--- config.mk ---
export PLATFORM = sky130hd
export DESIGN_NAME = spike_rate_encoder
export DESIGN_NICKNAME = d
export VERILOG_FILES = /design/src/rtl/spike_rate_encoder.sv
export SDC_FILE = /design/constraint.sdc
export NUM_CORES = 1
export LEC_CHECK = 0
export ABC_AREA = 1
export BUFFER_PORTS_ARGS = -buffer_cell sky130_fd_sc_hd__buf_2
export CAP_MARGIN = 10
export CORE_MARGIN = 2
export CORE_UTILIZATION = 35
export CTS_BUF_LIST = sky130_fd_sc_hd__clkbuf_8
export DETAILED_ROUTE_END_ITERATION = 16
export GPL_ROUTABILITY_DRIVEN = 0
export GPL_TIMING_DRIVEN = 0
export SKIP_LAST_GASP = 1
export SLEW_MARGIN = 15
export SYNTH_ARGS = -nofsm -noshare
export SYNTH_HDL_FRONTEND = slang
export SYNTH_SLANG_ARGS = --single-unit
--- constraint.sdc ---
create_clock -name clk -period 1.8 [get_ports clk]
set_clock_uncertainty 0.15 [all_clocks]
set_input_delay 0.36 -clock clk [delete_from_list [all_inputs] [get_ports clk]]
set_output_delay 0.36 -clock clk [all_outputs]
set_load 0.005 [all_outputs]
--- src/rtl/spike_rate_encoder.sv ---
// rtl/spike_rate_encoder.sv - accumulate-and-carry rate encoder driving LIF neuron spike inputs
// Loaded intensities persist across runs; each run emits WINDOW registered spike vectors.
module spike_rate_encoder #(
  parameter int CHANNELS = 4,
  parameter int VALUE_W  = 4,
  parameter int WINDOW   = 16,
  localparam int CW = (CHANNELS > 1) ? $clog2(CHANNELS) : 1,
  localparam int SW = $clog2(WINDOW + 1)
) (
  input  logic                clk,
  input  logic                reset,
  input  logic                load_valid,
  output logic                load_ready,
  input  logic [CW-1:0]       load_chan,
  input  logic [VALUE_W-1:0]  load_value,
  input  logic                start,
  input  logic                pause,
  output logic [CHANNELS-1:0] spikes,
  output logic                spike_valid,
  output logic                busy,
  output logic                done,
  output logic [SW-1:0]       step_count
);

  typedef enum logic [1:0] {S_IDLE, S_RUN, S_DONE} state_e;

  localparam logic [SW-1:0] LAST_STEP = SW'(WINDOW - 1);

  state_e              state_q, state_d;
  logic [VALUE_W-1:0]  value_q [CHANNELS];
  logic [VALUE_W-1:0]  value_d [CHANNELS];
  logic [VALUE_W-1:0]  acc_q   [CHANNELS];
  logic [VALUE_W-1:0]  acc_d   [CHANNELS];
  logic [VALUE_W:0]    sum     [CHANNELS];
  logic [CHANNELS-1:0] spikes_q, spikes_d;
  logic                valid_q, valid_d;
  logic                done_q, done_d;
  logic                busy_q, busy_d;
  logic                ready_q, ready_d;
  logic [SW-1:0]       step_q, step_d;
  logic                load_fire;

  assign load_fire = load_valid && ready_q && (int'(load_chan) < CHANNELS);

  always_comb begin
    for (int c = 0; c < CHANNELS; c++) begin
      sum[c] = {1'b0, acc_q[c]} + {1'b0, value_q[c]};
    end
  end

  always_comb begin
    state_d  = state_q;
    value_d  = value_q;
    acc_d    = acc_q;
    spikes_d = '0;
    valid_d  = 1'b0;
    done_d   = 1'b0;
    step_d   = step_q;

    if (load_fire) begin
      value_d[load_chan] = load_value;
    end

    case (state_q)
      S_IDLE: begin
        if (start) begin
          state_d = S_RUN;
          step_d  = '0;
          for (int c = 0; c < CHANNELS; c++) begin
            acc_d[c] = '0;
          end
        end
      end
      S_RUN: begin
        if (!pause) begin
          // The carry out of each accumulator is that channel's spike for this step.
          for (int c = 0; c < CHANNELS; c++) begin
            spikes_d[c] = sum[c][VALUE_W];
            acc_d[c]    = sum[c][VALUE_W-1:0];
          end
          valid_d = 1'b1;
          step_d  = step_q + SW'(1);
          if (step_q == LAST_STEP) begin
            state_d = S_DONE;
          end
        end
      end
      S_DONE: begin
        done_d  = 1'b1;
        state_d = S_IDLE;
      end
      default: state_d = S_IDLE;
    endcase

    // Ready stays low through the cycle that shows the done pulse.
    ready_d = (state_d == S_IDLE) && (state_q != S_DONE);
    busy_d  = !ready_d;
  end

  always_ff @(posedge clk) begin
    if (reset) begin
      state_q  <= S_IDLE;
      spikes_q <= '0;
      valid_q  <= 1'b0;
      done_q   <= 1'b0;
      busy_q   <= 1'b0;
      ready_q  <= 1'b1;
      step_q   <= '0;
      for (int c = 0; c < CHANNELS; c++) begin
        value_q[c] <= '0;
        acc_q[c]   <= '0;
      end
    end else begin
      state_q  <= state_d;
      spikes_q <= spikes_d;
      valid_q  <= valid_d;
      done_q   <= done_d;
      busy_q   <= busy_d;
      ready_q  <= ready_d;
      step_q   <= step_d;
      for (int c = 0; c < CHANNELS; c++) begin
        value_q[c] <= value_d[c];
        acc_q[c]   <= acc_d[c];
      end
    end
  end

  assign load_ready  = ready_q;
  assign spikes      = spikes_q;
  assign spike_valid = valid_q;
  assign busy        = busy_q;
  assign done        = done_q;
  assign step_count  = step_q;

endmodule

* After elaboration in Yosys (flattened, before gate mapping)
Index checks and enable logic that the tools add are counted.
** Storage, ports and cells
- Memories kept :: 0
- ROM bits :: 0
- Latch bits :: 0
- Bits in writable memories :: 0
- Word-level logic and storage cells :: 55
- Bits in registers :: 47
- Input port bits :: 11
- Output and inout port bits :: 13
** Cells by class
- Divide/modulo/power cells :: 0
- Equal/unequal tests :: 6
- Multipliers :: 0
- Reduce and logical (&&, ||, !) cells :: 10
- Bitwise gates (word level) :: 2
- Order comparisons :: 2
- Muxes and demuxes :: 15
- Shift-type cells :: 0
- Add/sub/neg operators :: 5
** Operators by type and width (number)
- $mux 16 :: 2
- $pmux 16 s2 :: 1
- $add 4x4->5 :: 4
- $bwmux 16 :: 1
- $mux 5 :: 2
- $pmux 5 s2 :: 1
- $demux 4 s2 :: 1
- $mux 2 :: 3
- $ne 2x2->1 const B :: 3
- $add 5x1->5 const B :: 1
- $eq 5x4->1 const B :: 1
- $logic_not 2->1 :: 2
- $mux 4 :: 1
- $pmux 2 s2 :: 1
- $ge 3x3->1 const B :: 1
- $logic_and 1x1->1 :: 3
- $lt 3x1->1 const B :: 1
- $not 2->3 :: 1
- $reduce_and 3->1 :: 1
- $reduce_or 3->1 :: 1
- $eq 2x1->1 const B :: 1
- $eq 2x2->1 const B :: 1
- $mux 1 :: 2
- $reduce_bool 2->1 :: 1
- other kinds (3) :: 3

* Logic depth before layout (Yosys ltp)
Gate-level depths: netlist (run 1).
- Depth after elaboration :: 7
- Mapped depth :: 7
- Gate-level depth less buffers :: 7

* Least setup slack after synthesis (run 1)
OpenSTA, ideal clock, no wires.
- Path type :: flip-flop to flip-flop
- Start point :: register value_q[4] in the netlist's numbering
- End point :: register spikes_q[2], in the netlist spikes[2]
- Library setup time :: 0.122 ns
- Buffers on the path :: 0
- Setup slack :: 0.319 ns
- Data required time :: 1.528 ns
- Data arrival time :: 1.209 ns
- Stages on the path, launching flop included :: 7
- Clock period less this slack :: 1.481 ns
- Cell sequence :: dfxtp_1 -> ha_1 -> fa_1 -> nand2_1 -> inv_1 -> o21ai_0 -> a21oi_2
** On the way
- Longest elaborated chain between the ends :: 1
** RTL lines
- start, declared :: line 30 : logic [VALUE_W-1:0] value_q [CHANNELS];
- start signal, assigned by index :: line 122 : value_q[c] <= value_d[c];
- $add 4x4->5 :: line 47 : sum[c] = {1'b0, acc_q[c]} + {1'b0, value_q[c]};
- end signal, assigned :: line 115 : spikes_q <= spikes_d;
- end, declared :: line 35 : logic [CHANNELS-1:0] spikes_q, spikes_d;
Every way passes these cells.
A chain may end at the register's enable or synchronous reset.

* Final worst setup path (run 1)
- Start point :: register value_q[12] in the netlist's numbering
- End point :: register spikes_q[0], in the netlist spikes[0]
The elaborated chain is that of the path after synthesis.

==> metrics.csv, run 1 <==
stage,metric,value,unit
status,status,"finished, final reports clean",
cts,CTS Sinks,47,
cells_and_area,final layout net count,350,
worst_setup_path,worst endpoint data arrival time,1.65,ns
worst_setup_path,CP startpoint kind,flip-flop,
detailed_routing,via count,1857,
sta,period utilization,0.901,
synth,"top cells by count, synth","57 x nor2_1, 48 x nand2_1, 47 x dfxtp_1",
synth,Ys Warns,0,
sta,RSZ-0062 raised after global routing,false,
cells_and_area,area delta synth->final,14.7,%
sta,final setup fails,0,
die,die height,84.1,µm
sta,Max Freq,616,MHz
detailed_routing,vias per cell,4.70,
cts,CTS max path bufs,2,
global_route,initial antenna violation count,0,
detailed_routing,drt first pass iters,4,
global_route,pin count of the biggest net entering global routing,15,
detailed_routing,number of remaining DRC errors,0,
cells_and_area,final design utilization,0.410,
power,pwr dens,811,nW/µm²
synth,Synth cell types,24,
detailed_routing,wire length per cell,12.0,µm
worst_setup_path,Critical Path RT,1.83,ns
synth,Synth Net Count,320,
worst_hold_path,Hold Path Class,in2reg,
die,# IOs,24,
cts,CTS HTree Levels,2,
worst_hold_path,hold path start,reset,
global_route,Total GRT Usage,0.141,
cts,root buffer cell,clkbuf_8,
cts,Clock Latency Late Sink,0.30,ns
flow_run,Max Cap Viol,0,
die,die area,7070,µm²
sta,"Hold Vio Cnt, Final",0,
synth,count of mapped cells out of synthesis,287,
synth,synthesized cell area,2240,µm²
sta,slew margin rel.,0.646,
detailed_routing,Iter 0 DRT Violations,87,
synth,top-count cell post-synth,nor2_1,
power,cell leakage power,0.00128,µW
synth,Seq cells post-synth,47,
worst_setup_path,FF-to-FF Start,value_q[12]$_SDFFE_PP0P_,
synth,Post-synth ARST share,0,
detailed_routing,number of routed nets with antenna violations,0,
cts,"Reg clk slew, reported paths",0.09,ns
cells_and_area,filler cell count,670,
sta,Final min period,1.62,ns
synth,commonest register cell after synthesis,dfxtp_1,
global_route,first-pass GRT wire length,7900,µm
detailed_routing,drt total wl,4740,µm
die,width of the die,84.1,µm
sta,Worst Max-Slew Pin Slew,0.526,ns
die,Cell Rows,29,
synth,ranking of synthesized cells by area,"dfxtp_1 42%, ha_1 10%, nor2_1 9.5%",
sta,setup TNS,0,ns
cells_and_area,share of cells above drive strength 1,0.154,
place,port bufs,23,
synth,dominant cell type by area after synthesis,dfxtp_1,
cts,CTS resizes,0,
power,maximum VDD drop,0.000412,V
cts,# Post-CTS Setup Buffers,0,
die,Starting Density,0.357,
worst_setup_path,Setup CP Type,reg2reg,
place,post-DP HPWL,3530,µm
synth,"Avg Cell Area, Syn",7.82,µm²
die,Core Area,6280,µm²
cts,"Hold-fix buffers, CTS",0,
sta,Slew Limit Fails,0,
global_route,vias in the first global route,1698,
cts,Inserted Clock Buffers,5,
worst_setup_path,worst setup path startpoint,value_q[12]$_SDFFE_PP0P_,
synth,area share of the largest cell type after synthesis,0.419,
cts,CTS tree,yes,
cells_and_area,Ant. Diodes,0,
worst_setup_path,crit-path max FO,2,
synth,number of synthesized flops with an enable pin,0,
synth,"Seq/Total Area, Yosys",0.419,
global_route,total grt overflow,0,
worst_setup_path,CP Capture Type,flip-flop,
kinds of logic (layout without fill, tap and decap cells):
kind of cell               count (synthesis)  in the layout  synth area share
adders and majority gates                 22             22             0.136
and+or+nand+nor                          145            145             0.288
DFF                                       47             47             0.419
buffers and inverters                     34             65            0.0613
AOI/OAI and AO/OA                         39             39            0.0948
state kept, by name (all words and copies together), names as in the netlist:
signal / count
acc_q: 16
value_q: 16
step_count: 5
spikes: 4
state_q: 2
busy: 1
done: 1
load_ready: 1
spike_valid: 1
worst max-delay path: stages, from the launching register on:
cell     delay (ns)
dfxtp_1        0.32
ha_1           0.22
fa_1           0.41
nand2_1        0.08
inv_1          0.05
o21ai_0        0.20
a21oi_2        0.08
routing by layer:
metal | vias up | routed length, µm | track usage
li1 | 989 | - | -
met1 | 840 | 2250 | 0.173
met2 | 22 | 2280 | 0.237
met3 | 6 | 107 | 0.0326
met4 | 0 | 97 | 0.0557
met5 | - | 0 | 0
placed cells by master, fill, tap and decap left out:
cell type,Yosys,layout
a21oi_1,8,8
a21oi_2,3,3
nand2_4,2,2
bufinv_16,0,1
inv_1,27,27
nor3_1,9,9
nor3b_1,1,1
nor2_8,2,2
nand4_1,2,2
nand3_1,20,20
a22oi_1,1,1
fa_1,4,4
inv_4,1,1
o21ai_2,1,1
o21ai_0,26,26
dfxtp_1,47,47
clkbuf_1,1,1
buf_2,3,26
nor2_1,57,57
ha_1,18,18
clkinv_2,0,1
inv_2,1,1
clkbuf_8,0,6
or2_2,3,3
nand2_2,1,1
buf_4,1,1
nand2_1,48,48
final cells by class:
cell class / instances / area [µm²] / share of cell area
Tap cell: 77 / 96.3 / 0.0375
Buffer: 5 / 26.3 / 0.0102
Timing Repair Buffer: 23 / 115 / 0.0447
Clock buffer: 6 / 82.6 / 0.0321
Multi-Input combinational cell: 206 / 1160 / 0.453
Sequential cell: 47 / 941 / 0.366
Clock inverter: 2 / 35.0 / 0.0136
Inverter: 29 / 111 / 0.0433
worst paths after layout:
check                                end  slack (ns)  cells after the start
setup / recovery    spikes[0]$_SDFF_PP0_        0.18                      6
setup reg to reg    spikes[0]$_SDFF_PP0_        0.18                      6
hold reg to reg   acc_q[14]$_SDFFE_PP0P_        0.32                      2
hold / removal    spike_valid$_SDFF_PP0_        0.19                      2
power by group:
part | switching, µW | internal [µW] | leakage (µW)
Combinational | 122 | 66.8 | 0.000832
Clock | 351 | 450 | 0.0000612
Sequential | 25.4 | 1070 | 0.000382
stage by stage:
stage | worst slack [ns] | hold WS [ns] | area (µm²) | power (µW) | instances
floorplan | 0.319 | 0.294 | 2240 | 1240 | 287
global placement | 0.177 | 0.309 | 2450 | 1310 | 387
detailed placement | 0.179 | 0.310 | 2450 | 1310 | 387
CTS | 0.179 | 0.184 | 2570 | 2110 | 395
global route | 0.115 | 0.181 | 2570 | 2180 | 395
finish | 0.178 | 0.188 | 2570 | 2090 | 395
Power figures use the tool's default switching activity.
==> inputs of run 2 (changes only) <==
Settings changed: CORE_UTILIZATION 35 to 56, PLACE_DENSITY from default to 0.77.
==> metrics.csv, run 2 (synthesis gave the netlist of run 1 again) <==
stage,metric,value,unit,change
cts,"Reg clk slew, reported paths",0.09,ns,about the same
global_route,pin count of the biggest net entering global routing,16,,+1
sta,period utilization,0.894,,-0.00729
cts,CTS tree,yes,,
power,internal power,1450,µW,-8.5%
sta,Slew Limit Fails,0,,unchanged
die,# IOs,24,,unchanged
cts,CTS resizes,0,,unchanged
worst_setup_path,Critical Path RT,1.84,ns,about the same
sta,"Hold Vio Cnt, Final",0,,unchanged
status,status,"finished, final reports clean",,
place,dpl ws,0.189,ns,+0.0101 ns
sta,final setup fails,0,,unchanged
cts,CTS max path bufs,2,,unchanged
global_route,first-pass GRT wire length,7930,µm,+0.35%
cts,Inserted Clock Buffers,5,,unchanged
sta,Worst Max-Slew Pin Slew,0.479,ns,-0.0472 ns
flow_run,Max Cap Viol,0,,unchanged
cts,"Hold-fix buffers, CTS",0,,unchanged
worst_setup_path,CP startpoint kind,flip-flop,,
cts,# Post-CTS Setup Buffers,0,,unchanged
detailed_routing,drt first pass iters,4,,unchanged
worst_setup_path,CP max stage cell,fa_1,,
detailed_routing,vias per cell,5.08,,+8.1%
power,Comb pwr share,0.096,,+0.006
detailed_routing,number of remaining DRC errors,0,,unchanged
cells_and_area,Ant. Diodes,0,,unchanged
sta,slew margin rel.,0.678,,+0.0317
die,Cell Rows,23,,-21%
die,die area,4530,µm²,-36%
worst_setup_path,Buf/Inv on CP,1,,unchanged
power,net switching power,514,µW,+3.0%
power,Clock power frac,0.346,,-0.038
cts,Clock Latency Late Sink,0.30,ns,about the same
cts,CTS Sinks,47,,unchanged
place,port bufs,23,,unchanged
worst_setup_path,worst endpoint data arrival time,1.65,ns,about the same
global_route,initial antenna violation count,0,,unchanged
global_route,Total GRT Usage,0.234,,+0.0932
power,pwr dens,780,nW/µm²,-3.8%
worst_setup_path,Setup CP Type,reg2reg,,
detailed_routing,Iter 0 DRT Violations,59,,-32%
power,maximum VDD drop,0.000501,V,+22%
worst_setup_path,crit-path max FO,2,,unchanged
detailed_routing,drt total wl,4520,µm,-4.5%
sta,Final min period,1.61,ns,-0.0131 ns
detailed_routing,via count,1870,,+0.70%
cells_and_area,area delta synth->final,12.3,%,
sta,setup TNS,0,ns,unchanged
power,cell leakage power,0.00126,µW,-1.1%
place,post-DP HPWL,3400,µm,-3.7%
die,die height,67.3,µm,-20%
cts,root buffer cell,clkbuf_8,,
global_route,total grt overflow,0,,unchanged
worst_setup_path,crit-path cells,"ha_1, fa_1, nand2_1, inv_1, o21ai_0, a21oi_2",,
cells_and_area,"commonest non-fill, non-tap cell in the layout",nor2_1,,
detailed_routing,number of routed nets with antenna violations,0,,unchanged
detailed_routing,wire length per cell,12.3,µm,+2.6%
die,width of the die,67.3,µm,-20%
cells_and_area,share of cells above drive strength 1,0.154,,unchanged
cells_and_area,final layout net count,350,,unchanged
die,Starting Density,0.573,,+0.216
sta,Max Freq,621,MHz,+0.82%
worst_setup_path,max incr delay on CP,0.39,ns,-0.02 ns
cts,CTS HTree Levels,2,,unchanged
global_route,vias in the first global route,1856,,+9.3%
sta,final worst slack,0.191,ns,+0.0131 ns
die,Core Area,3910,µm²,-38%
worst_setup_path,CP Capture Type,flip-flop,,
power,Seq pwr share,0.558,,+0.032
worst_hold_path,Hold Path Class,in2reg,,
power,Net Sw Frac,0.261,,+0.0223
worst_setup_path,crit-path leading delay family,adder cells,,
cells_and_area,most frequent cells in the layout,"57 x nor2_1, 48 x nand2_1, 47 x dfxtp_1",,
sta,RSZ-0062 raised after global routing,false,,
[run 2: cell types whose count changed in the layout (fill, tap and decap cells not counted)]
cell        change
clkinvlp_4      +1
bufinv_16       -1
clkinv_2        -1
clkinv_4        +1
[run 2: metal layers]
layer	wire length (µm)	vias up	global-route usage
met5	0	-	0
met2	2260	20	0.422
met1	2100	852	0.276
met3	106	8	0.0500
met4	65	0	0.0740
li1	-	990	-
[run 2: worst paths after layout]
kind / startpoint / endpoint / slack [ns] / depth (start not counted)
worst min register to register: acc_q[15]$_SDFFE_PP0P_ / acc_q[15]$_SDFFE_PP0P_ / 0.33 / 2
worst min-delay path: reset / spike_valid$_SDFF_PP0_ / 0.17 / 2
worst max register to register: value_q[12]$_SDFFE_PP0P_ / spikes[0]$_SDFF_PP0_ / 0.19 / 6
worst max-delay path: value_q[12]$_SDFFE_PP0P_ / spikes[0]$_SDFF_PP0_ / 0.19 / 6
[run 2: area by class of cell]
class                           count  area, µm²
Timing Repair Buffer               23        115
Clock buffer                        6       82.6
Fill cell                         359       1390
Tap cell                           50       62.6
Buffer                              5       26.3
Multi-Input combinational cell    206       1160
Sequential cell                    47        941
Inverter                           29        111
Clock inverter                      2       16.3
[run 2: power by group through the flow]
stage / sequential (µW) / combinational, µW / clock [µW]
floorplan: 1110 / 126 / 0
global placement: 1120 / 184 / 0
detailed placement: 1120 / 189 / 0
CTS: 1100 / 189 / 685
global route: 1100 / 216 / 734
finish: 1100 / 188 / 681
[run 2: per-stage QoR]
stage	cells	cell area (µm²)	power, µW	hold WS [ns]	util
finish	368	2520	1970	0.171	0.644
global route	368	2520	2050	0.168	0.644
CTS	368	2520	1970	0.172	0.644
detailed placement	360	2420	1310	0.315	0.619
global placement	360	2420	1300	0.308	0.619
floorplan	287	2240	1240	0.294	-
==> inputs of run 3 (changes only) <==
--- a/config.mk
+++ b/config.mk
@@ -15,3 +15,2 @@
 export GPL_ROUTABILITY_DRIVEN = 0
-export GPL_TIMING_DRIVEN = 0
 export PLACE_DENSITY = 0.77
--- a/constraint.sdc
+++ b/constraint.sdc
@@ -4,2 +4,2 @@
 set_output_delay 0.36 -clock clk [all_outputs]
-set_load 0.005 [all_outputs]
+set_load 0.05 [all_outputs]
==> metrics.csv, run 3 (synthesis gave the netlist of run 1 again) <==
stage,metric,value,unit,change
cts,root buffer cell,clkbuf_8,,
power,net switching power,509,µW,-0.97%
detailed_routing,number of remaining DRC errors,0,,unchanged
place,post-DP HPWL,3290,µm,-3.1%
cts,CTS Sinks,47,,unchanged
power,internal power,1490,µW,+2.5%
flow_run,Max Cap Viol,0,,unchanged
sta,period utilization,0.904,,+0.00964
detailed_routing,routed wl met2,2210,µm,-1.9%
cells_and_area,"commonest non-fill, non-tap cell in the layout",nor2_1,,
power,Comb pwr share,0.108,,+0.012
cells_and_area,final layout net count,353,,+0.86%
worst_setup_path,CP Capture Type,flip-flop,,
sta,final setup fails,0,,unchanged
sta,slew margin rel.,0.792,,+0.114
detailed_routing,via count,1887,,+0.91%
cts,CTS resizes,0,,unchanged
cts,"Reg clk slew, reported paths",0.08,ns,about the same
detailed_routing,WL met3,128,µm,+21%
die,Core Area,3910,µm²,unchanged
power,Clock power frac,0.343,,-0.003
power,cell leakage power,0.00129,µW,+2.5%
cts,# Post-CTS Setup Buffers,0,,unchanged
detailed_routing,vias per cell,5.09,,about the same
sta,setup TNS,0,ns,unchanged
power,pwr dens,782,nW/µm²,+0.21%
sta,"Hold Vio Cnt, Final",0,,unchanged
cts,CTS tree,yes,,
detailed_routing,drt first pass iters,4,,unchanged
global_route,vias in the first global route,1666,,-10%
detailed_routing,wire length per cell,12.4,µm,+0.75%
detailed_routing,number of routed nets with antenna violations,0,,unchanged
die,Starting Density,0.573,,unchanged
worst_setup_path,worst endpoint data arrival time,1.72,ns,+0.07 ns
worst_setup_path,crit-path max FO,2,,unchanged
die,die area,4530,µm²,unchanged
cells_and_area,most frequent cells in the layout,"57 x nor2_1, 48 x nand2_1, 47 x dfxtp_1",,
global_route,total grt overflow,0,,unchanged
detailed_routing,Iter 0 DRT Violations,84,,+42%
status,status,"finished, final reports clean",,
cells_and_area,Ant. Diodes,0,,unchanged
die,# IOs,24,,unchanged
power,total power after layout,2000,µW,+1.6%
power,maximum VDD drop,0.000558,V,+11%
detailed_routing,Top Layer Used,met4,,
cts,"Hold-fix buffers, CTS",0,,unchanged
cts,Inserted Clock Buffers,5,,unchanged
die,Cell Rows,23,,unchanged
detailed_routing,Met1 Wirelength,2190,µm,+4.4%
cts,Clock Latency Late Sink,0.30,ns,about the same
place,port bufs,23,,unchanged
global_route,pin count of the biggest net entering global routing,27,,+11
sta,Worst Max-Slew Pin Slew,0.309,ns,-0.170 ns
sta,Slew Limit Fails,0,,unchanged
global_route,Total GRT Usage,0.224,,-0.00997
worst_hold_path,Hold Path Class,in2reg,,
worst_setup_path,Setup CP Type,reg2reg,,
die,width of the die,67.3,µm,unchanged
power,Seq pwr share,0.548,,-0.010
worst_setup_path,Critical Path RT,1.89,ns,+0.05 ns
global_route,first-pass GRT wire length,7540,µm,-4.9%
worst_setup_path,CP startpoint kind,flip-flop,,
power,Net Sw Frac,0.255,,-0.00662
die,die height,67.3,µm,unchanged
cts,CTS max path bufs,2,,unchanged
worst_setup_path,FF-to-FF Start,value_q[8]$_SDFFE_PP0P_,,
cts,CTS HTree Levels,2,,unchanged
detailed_routing,drt total wl,4600,µm,+1.6%
sta,Max Freq,615,MHz,-1.1%
sta,RSZ-0062 raised after global routing,false,,
sta,Final min period,1.63,ns,+0.0174 ns
cells_and_area,area delta synth->final,13.9,%,
global_route,initial antenna violation count,0,,unchanged
cells_and_area,share of cells above drive strength 1,0.162,,+0.00791
worst_setup_path,worst setup path startpoint,value_q[8]$_SDFFE_PP0P_,,
cells_and_area,final design utilization,0.653,,+0.00895
worst_hold_path,hold path start,load_value[2],,
run 3: power by group through the flow:
stage,sequential [µW],clock [µW],combinational (µW)
6_report,1090,686,216
5_1_grt,1100,732,244
4_1_cts,1090,695,217
3_5_place_dp,1120,0,215
3_3_place_gp,1120,0,211
2_1_floorplan,1130,0,126
run 3: cell type report:
cell class,instances,area (µm²)
Timing Repair Buffer,31,175
Sequential cell,47,941
Fill cell,353,1360
Multi-Input combinational cell,206,1160
Clock buffer,7,96.3
Clock inverter,1,3.75
Tap cell,50,62.6
Inverter,29,111
run 3: worst max-delay path, cell delays in order (launching register included):
cell and delay [ns]:
dfxtp_1 0.32, ha_1 0.22, fa_1 0.40, nand2_1 0.09, nor3b_1 0.22, nor2_1 0.07
nor2_1 0.10
run 3: metal layers:
| layer | vias up | GRT usage |
|---|---|---|
| li1 | 999 | - |
| met1 | 864 | 0.280 |
| met2 | 18 | 0.369 |
| met3 | 6 | 0.0617 |
| met4 | 0 | 0.0842 |
| met5 | - | 0 |
run 3: final timing paths:
| path | to | slack (ns) | cells after the start |
|---|---|---|---|
| worst max register to register | acc_q[10]$_SDFFE_PP0P_ | 0.17 | 6 |
| worst min register to register | acc_q[14]$_SDFFE_PP0P_ | 0.32 | 2 |
| worst max-delay path | acc_q[10]$_SDFFE_PP0P_ | 0.17 | 6 |
| worst min-delay path | value_q[10]$_SDFFE_PP0P_ | 0.21 | 3 |
run 3: stage by stage:
| step | setup WS [ns] | hold WS (ns) | cell area, µm² | std cells |
|---|---|---|---|---|
| floorplan | 0.0794 | 0.294 | 2240 | 287 |
| global placement | 0.202 | 0.307 | 2450 | 363 |
| detailed placement | 0.198 | 0.315 | 2450 | 363 |
| CTS | 0.155 | 0.199 | 2550 | 371 |
| global route | 0.0297 | 0.209 | 2550 | 371 |
| finish | 0.174 | 0.205 | 2550 | 371 |
